File: src/rtl/quad_enc_pkg.sv
// Shared definitions for the quadrature encoder peripheral: register map,
// bit positions, step encoding and the Gray-sequence helpers.
package quad_enc_pkg;

    localparam logic [7:0] OFF_COUNT  = 8'h00;
    localparam logic [7:0] OFF_CTRL   = 8'h04;
    localparam logic [7:0] OFF_VEL    = 8'h08;
    localparam logic [7:0] OFF_STATUS = 8'h0C;

    localparam int CTRL_EN    = 0;
    localparam int CTRL_INV   = 1;
    localparam int CTRL_CLR   = 2;
    localparam int STATUS_ERR = 0;
    localparam int STATUS_A   = 1;
    localparam int STATUS_B   = 2;

    typedef enum logic [1:0] {
        STEP_NONE = 2'b00,
        STEP_FWD  = 2'b01,
        STEP_REV  = 2'b11
    } step_t;

    typedef enum logic [1:0] {
        AB_00 = 2'b00,
        AB_01 = 2'b01,
        AB_11 = 2'b11,
        AB_10 = 2'b10
    } ab_state_t;

    typedef enum logic {
        BUS_IDLE,
        BUS_ACK
    } bus_state_t;

    // Forward successor in the x4 Gray cycle 00 -> 01 -> 11 -> 10 -> 00.
    function automatic logic [1:0] gray_next(input logic [1:0] ab);
        case (ab)
            2'b00:   return 2'b01;
            2'b01:   return 2'b11;
            2'b11:   return 2'b10;
            default: return 2'b00;
        endcase
    endfunction

    function automatic logic [31:0] merge_bytes(input logic [31:0] old_value,
                                                input logic [31:0] wdata,
                                                input logic [3:0]  strb);
        logic [31:0] result;
        result = old_value;
        for (int i = 0; i < 4; i++) begin
            if (strb[i]) result[8*i +: 8] = wdata[8*i +: 8];
        end
        return result;
    endfunction

endpackage

File: src/rtl/quad_decoder.sv
// Pin synchroniser, stability filter and x4 quadrature decode FSM.
// Emits one-cycle step_up/step_dn/err_pulse strobes and the live synchronised AB.
module quad_decoder
    import quad_enc_pkg::*;
#(
    parameter int FILTER_LEN = 4
) (
    input  logic       clk,
    input  logic       resetn,
    input  logic       enc_a,
    input  logic       enc_b,
    output logic       step_up,
    output logic       step_dn,
    output logic       err_pulse,
    output logic [1:0] ab
);

    localparam logic [3:0] FLEN = 4'(FILTER_LEN);

    logic [1:0] sync1, sync2, cand, cand_next, filt;
    logic [3:0] stable_cnt, stable_next;
    ab_state_t  state, state_next;
    logic       up_d, dn_d, err_d;

    // A candidate value is accepted only once it has been seen FILTER_LEN times in a row.
    always_comb begin
        cand_next   = cand;
        stable_next = stable_cnt;
        if (sync2 != cand) begin
            cand_next   = sync2;
            stable_next = 4'd1;
        end else if (stable_cnt < FLEN) begin
            stable_next = stable_cnt + 4'd1;
        end
    end

    always_ff @(posedge clk or negedge resetn) begin
        if (!resetn) begin
            sync1      <= 2'b00;
            sync2      <= 2'b00;
            cand       <= 2'b00;
            stable_cnt <= 4'd0;
            filt       <= 2'b00;
        end else begin
            sync1      <= {enc_a, enc_b};
            sync2      <= sync1;
            cand       <= cand_next;
            stable_cnt <= stable_next;
            if (stable_next >= FLEN) filt <= cand_next;
        end
    end

    always_comb begin
        state_next = ab_state_t'(filt);
        up_d       = 1'b0;
        dn_d       = 1'b0;
        err_d      = 1'b0;
        if (filt == gray_next(state)) begin
            up_d = 1'b1;
        end else if (state == gray_next(filt)) begin
            dn_d = 1'b1;
        end else if (filt != state) begin
            err_d = 1'b1;
        end
    end

    always_ff @(posedge clk or negedge resetn) begin
        if (!resetn) begin
            state     <= AB_00;
            step_up   <= 1'b0;
            step_dn   <= 1'b0;
            err_pulse <= 1'b0;
        end else begin
            state     <= state_next;
            step_up   <= up_d;
            step_dn   <= dn_d;
            err_pulse <= err_d;
        end
    end

    assign ab = sync2;

endmodule

File: src/rtl/quad_encoder_periph.sv
// Quadrature encoder peripheral on the PicoSoC iomem bus: register file,
// one-cycle bus acknowledge, wrapping position counter and velocity window.
module quad_encoder_periph
    import quad_enc_pkg::*;
#(
    parameter logic [31:0] BASE_ADDR     = 32'h0300_0300,
    parameter int          FILTER_LEN    = 4,
    parameter int          WINDOW_CYCLES = 16000
) (
    input  logic        clk,
    input  logic        resetn,
    input  logic        enc_a,
    input  logic        enc_b,
    input  logic        iomem_valid,
    input  logic [3:0]  iomem_wstrb,
    input  logic [31:0] iomem_addr,
    input  logic [31:0] iomem_wdata,
    output logic        iomem_ready,
    output logic [31:0] iomem_rdata,
    output logic [31:0] count_out
);

    localparam int WIN_W = (WINDOW_CYCLES > 1) ? $clog2(WINDOW_CYCLES) : 1;
    localparam logic [WIN_W-1:0]  WIN_LAST = WIN_W'(WINDOW_CYCLES - 1);
    localparam logic signed [15:0] ACC_MAX = 16'sd32767;
    localparam logic signed [15:0] ACC_MIN = -16'sd32767;

    logic        step_up, step_dn, err_pulse;
    logic [1:0]  ab;
    bus_state_t  bus_state, bus_next;
    logic        sel, wr, wr_byte0;
    logic [7:0]  offset;
    logic [31:0] rd_data;
    logic        en, inv, err, clr;
    logic [31:0] count;
    step_t       step;
    logic [WIN_W-1:0]    win_cnt;
    logic signed [15:0]  accum, accum_next;
    logic signed [31:0]  velocity;

    quad_decoder #(.FILTER_LEN(FILTER_LEN)) u_decoder (
        .clk       (clk),
        .resetn    (resetn),
        .enc_a     (enc_a),
        .enc_b     (enc_b),
        .step_up   (step_up),
        .step_dn   (step_dn),
        .err_pulse (err_pulse),
        .ab        (ab)
    );

    assign offset   = iomem_addr[7:0];
    assign sel      = iomem_valid && !iomem_ready && (iomem_addr[31:8] == BASE_ADDR[31:8]);
    assign wr       = sel && (iomem_wstrb != 4'b0000);
    assign wr_byte0 = wr && iomem_wstrb[0];
    assign clr      = wr_byte0 && (offset == OFF_CTRL) && iomem_wdata[CTRL_CLR];

    // Ready is the ACK state itself, so it always falls back for at least one cycle.
    always_comb begin
        bus_next = bus_state;
        case (bus_state)
            BUS_IDLE: if (sel) bus_next = BUS_ACK;
            BUS_ACK:  bus_next = BUS_IDLE;
            default:  bus_next = BUS_IDLE;
        endcase
    end

    always_ff @(posedge clk or negedge resetn) begin
        if (!resetn) bus_state <= BUS_IDLE;
        else         bus_state <= bus_next;
    end

    assign iomem_ready = (bus_state == BUS_ACK);

    always_comb begin
        rd_data = '0;
        case (offset)
            OFF_COUNT:  rd_data = count;
            OFF_CTRL: begin
                rd_data[CTRL_EN]  = en;
                rd_data[CTRL_INV] = inv;
            end
            OFF_VEL:    rd_data = velocity;
            OFF_STATUS: begin
                rd_data[STATUS_ERR] = err;
                rd_data[STATUS_A]   = ab[1];
                rd_data[STATUS_B]   = ab[0];
            end
            default:    rd_data = '0;
        endcase
    end

    always_comb begin
        step = STEP_NONE;
        if (en && step_up)      step = inv ? STEP_REV : STEP_FWD;
        else if (en && step_dn) step = inv ? STEP_FWD : STEP_REV;
    end

    always_ff @(posedge clk or negedge resetn) begin
        if (!resetn) begin
            iomem_rdata <= '0;
            en          <= 1'b0;
            inv         <= 1'b0;
            err         <= 1'b0;
            count       <= '0;
        end else begin
            iomem_rdata <= (sel && !wr) ? rd_data : 32'h0;
            if (wr_byte0 && offset == OFF_CTRL) begin
                en  <= iomem_wdata[CTRL_EN];
                inv <= iomem_wdata[CTRL_INV];
            end
            if (err_pulse)
                err <= 1'b1;
            else if (wr_byte0 && offset == OFF_STATUS && iomem_wdata[STATUS_ERR])
                err <= 1'b0;
            // Clear beats a software write, which beats a decoder step that same cycle.
            if (clr)
                count <= '0;
            else if (wr && offset == OFF_COUNT)
                count <= merge_bytes(count, iomem_wdata, iomem_wstrb);
            else if (step == STEP_FWD)
                count <= count + 32'd1;
            else if (step == STEP_REV)
                count <= count - 32'd1;
        end
    end

    always_comb begin
        accum_next = accum;
        case (step)
            STEP_FWD: if (accum != ACC_MAX) accum_next = accum + 16'sd1;
            STEP_REV: if (accum != ACC_MIN) accum_next = accum - 16'sd1;
            default:  accum_next = accum;
        endcase
    end

    // The terminal cycle's own step still lands in the window being published.
    always_ff @(posedge clk or negedge resetn) begin
        if (!resetn) begin
            win_cnt  <= '0;
            accum    <= '0;
            velocity <= '0;
        end else if (win_cnt == WIN_LAST) begin
            win_cnt  <= '0;
            accum    <= '0;
            velocity <= {{16{accum_next[15]}}, accum_next};
        end else begin
            win_cnt  <= win_cnt + WIN_W'(1);
            accum    <= accum_next;
        end
    end

    assign count_out = count;

endmodule

File: config.mk
export PLATFORM = sky130hd
export DESIGN_NAME = quad_encoder_periph
export DESIGN_NICKNAME = d
export VERILOG_FILES = /design/src/rtl/quad_enc_pkg.sv /design/src/rtl/quad_decoder.sv /design/src/rtl/quad_encoder_periph.sv
export SDC_FILE = /design/constraint.sdc
export NUM_CORES = 1
export LEC_CHECK = 0
export ABC_CLOCK_PERIOD_IN_PS = 4100
export BUFFER_PORTS_ARGS = -buffer_cell sky130_fd_sc_hd__buf_4
export CORE_MARGIN = 2
export CORE_UTILIZATION = 57
export DETAILED_ROUTE_END_ITERATION = 16
export MAX_ROUTING_LAYER = met4
export PLACE_DENSITY = 0.91
export SLEW_MARGIN = 0
export SYNTH_ARGS = -nofsm -noshare
export SYNTH_HDL_FRONTEND = slang
export SYNTH_SLANG_ARGS = --single-unit
File: constraint.sdc
create_clock -name clk -period 4.1 [get_ports clk]
set_input_delay 0.82 -clock clk [delete_from_list [all_inputs] [get_ports clk]]
set_output_delay 0.82 -clock clk [all_outputs]
set_load 0.05 [all_outputs]
==> results.cfg <==
[worst_hold_path]
hold_path.class = flop to flop
min_from = u_decoder.sync1[1]

[placed_design]
place_congestion = 0.9830
hpwlAfterDp_mm = 14.71
pre_cts_slack_ns = 0.4705
numPortBuffers = 137

[route]
vias = 7203
drt_iter0_drc = 735
drc = 0
met2_length_mm = 10.08
firstDrtPassIters = 6
m1WireLength_mm = 8.699
wl_mm = 21.31
top_layer_used = met4
routedWlPerCell_um = 18.45
viasPerCell = 6.236
ant_nets = 0
wl_met3_mm = 1.938

[pwr]
irDropWorstVdd_v = 0.0003021
p_int_uw = 2339
power_frac_seq = 0.443
power_uw = 3092
swShare = 0.2437
power.density_nw_per_um2 = 325.5
p_leak_uw = 0.004332
p_sw_uw = 753.6
p_comb_frac = 0.066
pwr-share-clk = 0.491

[synthesis]
synth_edf_count = 0
synth-seq-cells = 131
netlist_area_um2 = 7765
netlist_instances = 836
avgSynthCellArea_um2 = 9.288
syn_nets = 945
ys_seq_area_frac = 0.4222
async_flop_share = 1.000
synthFlopType = dfrtp_1
yosys_warnings = 0
synth.distinct_cells = 81

[clock_tree]
post-cts-setup-buffers = 0
cts_sinks = 131
cts_buffer_depth = 2
cts_tree = done
cts_resized = 0
path_clk_slew_ns = 0.06
cts_buffers = 17
cts_root_buffer = clkbuf_16
h-tree-depth = 4
clk_latency_ns = 0.43
postCtsHoldBufs = 0

[global_routing]
grt_usage = 0.3120
first_global_vias = 7092
antenna_found_initial = 0
grt_pass1_wl_mm = 34.87
grt_max_degree = 72
grt-ovfl-total = 0

[worst_setup_path]
path_delay_family = compound AO/OA/AOI/OAI gates
setup.worst_path.end_class = flop
cp_data_arrival_time_ns = 4.11
worstSetupPathType = flop to flop
crit_path_top_delay_cell = o311ai_0
r2r_start = en
cp-start-kind = flop
crit_start = en
cp_max_fo = 14
crit_buf_inv = 1
cp.required_ns = 4.39
path_cells = nand2_1, xnor2_1, nand2_1, inv_1, fa_1, nor2b_1, o31a_1, o311ai_0, nand3_1, a21oi_1, nor2_1, mux2i_1, o21ai_0
path_common_cell = nand2_1
cpPeakStageDelay_ns = 0.51

[die]
dieArea_um2 = 14570
die_x_um = 120.7
row_count = 42
die_y_um = 120.7
coreArea_um2 = 13300
io_pins = 138
start_util = 0.5840

[timing]
final.setup.tns_ns = 0
hold_viol = 0
relSlewSlack = 0.1494
finalCritPeriodShare = 0.9310
clock_skew_ns = 0.008707
fmax_mhz = 262.0
maxSlewViolCount = 0
rsz0062_at_grt = false
tightest_slew_ns = 1.266
period_needed_ns = 3.817
setup_viol_count_final = 0
setup_ws_ns = 0.2828

[final_layout]
final_util = 0.7145
n_antenna_cell = 0
area_growth_pct = 22.33
layout-drive-gt1-share = 0.2165
fin_nets = 1075

[outcome]
outcome = complete, no violations

[job]
max-cap-violations = 0
Yosys cell counts (7+ instances only):
master / number / area, um^2
a211oi_1: 10 / 75.07
mux2i_1: 14 / 140.1
o211ai_1: 8 / 60.06
inv_1: 16 / 60.06
nor2_1: 107 / 401.6
a22oi_1: 16 / 120.1
o31ai_1: 11 / 82.58
a21oi_1: 57 / 285.3
ha_1: 35 / 437.9
and3_1: 10 / 62.56
nor4_1: 8 / 50.05
nand2b_1: 8 / 50.05
o21a_1: 10 / 75.07
clkbuf_1: 22 / 82.58
a31oi_1: 7 / 43.79
o21ai_0: 53 / 265.3
nand4_1: 12 / 75.07
xnor2_1: 25 / 219.0
nand2_1: 74 / 277.8
a21o_1: 16 / 120.1
nand3_1: 22 / 110.1
nor3_1: 23 / 115.1
dfrtp_1: 131 / 3278
xor2_1: 26 / 227.7
sequential cells by signal (all words and copies together) (netlist names):
register / cells
count_out: 32
iomem_rdata: 32
accum: 16
velocity: 16
win_cnt: 14
u_decoder.stable_cnt: 4
u_decoder.ab: 2
u_decoder.cand: 2
u_decoder.filt: 2
u_decoder.state: 2
u_decoder.sync1: 2
en: 1
err: 1
inv: 1
iomem_ready: 1
u_decoder.err_pulse: 1
u_decoder.step_dn: 1
u_decoder.step_up: 1
placed cells by master (no fill, tap or decap), types with 14 or more instances in the layout:
cell       netlist  final
dfrtp_1        131    131
nand2_1         74     74
a22oi_1         16     16
ha_1            35     35
mux2i_1         14     14
nor3_1          23     22
nand3_1         22     22
o21ai_0         53     53
xnor2_1         25     25
buf_4            3    150
inv_1           16     16
a21o_1          16     16
xor2_1          26     26
nor2_1         107    107
clkbuf_16        0     17
a21oi_1         57     57
cell type report:
cell class                 instances  area [um^2]
inverter                          16        60.06
clock buffer                      19        432.9
tap                              176        220.2
fill                             971         3796
clock inverter                    13        148.9
multi-input combinational        650         4233
sequential                       131         3278
timing repair buffer             150         1126
path summary, 6_finish.rpt:
path                            slack (ns)  cells after the start         endpoint
worst max-delay path                  0.28                     13    count_out[26]
worst min-delay path                  0.36                      0  u_decoder.ab[1]
worst max register to register        0.28                     13    count_out[26]
worst min register to register        0.36                      0  u_decoder.ab[1]
max in group asynchronous             2.70                      2    count_out[18]
min in group asynchronous             0.53                      1         accum[3]
power groups by stage:
stage	Clock, uW	Sequential (uW)	Combinational (uW)
3_3_place_gp	0	1390	183
2_1_floorplan	0	1380	87.5
5_1_grt	1600	1380	219
3_5_place_dp	0	1390	202
4_1_cts	1520	1370	205
6_report	1520	1370	203
routing by layer:
metal,track usage,vias to the layer above
met2,0.4883,384
met1,0.4039,3453
met4,0.1214,0
met3,0.06132,60
li1,-,3306
met5,-,-
metrics by stage:
stage | area (um^2) | hold slack, ns | std cells
final | 9499 | 0.3578 | 1155
after CTS | 9499 | 0.3591 | 1155
after detailed placement | 8917 | 0.3442 | 1123
after global routing | 9499 | 0.3572 | 1155
after global placement | 8917 | 0.3338 | 1123
after floorplan | 7765 | 0.3312 | 836
cells by family (layout without fill, tap and decap cells):
kind of cell    count (synthesis)  after routing  synth area share
compound gates                233            233            0.1969
simple gates                  309            309            0.1980
xor+xnor                       51             51           0.05753
buf+inv                        55            198           0.03529
mux                            21             21           0.03110
fa+ha+maj                      36             36           0.05898
flops                         131            131            0.4222
Power figures use the tool's default switching activity.
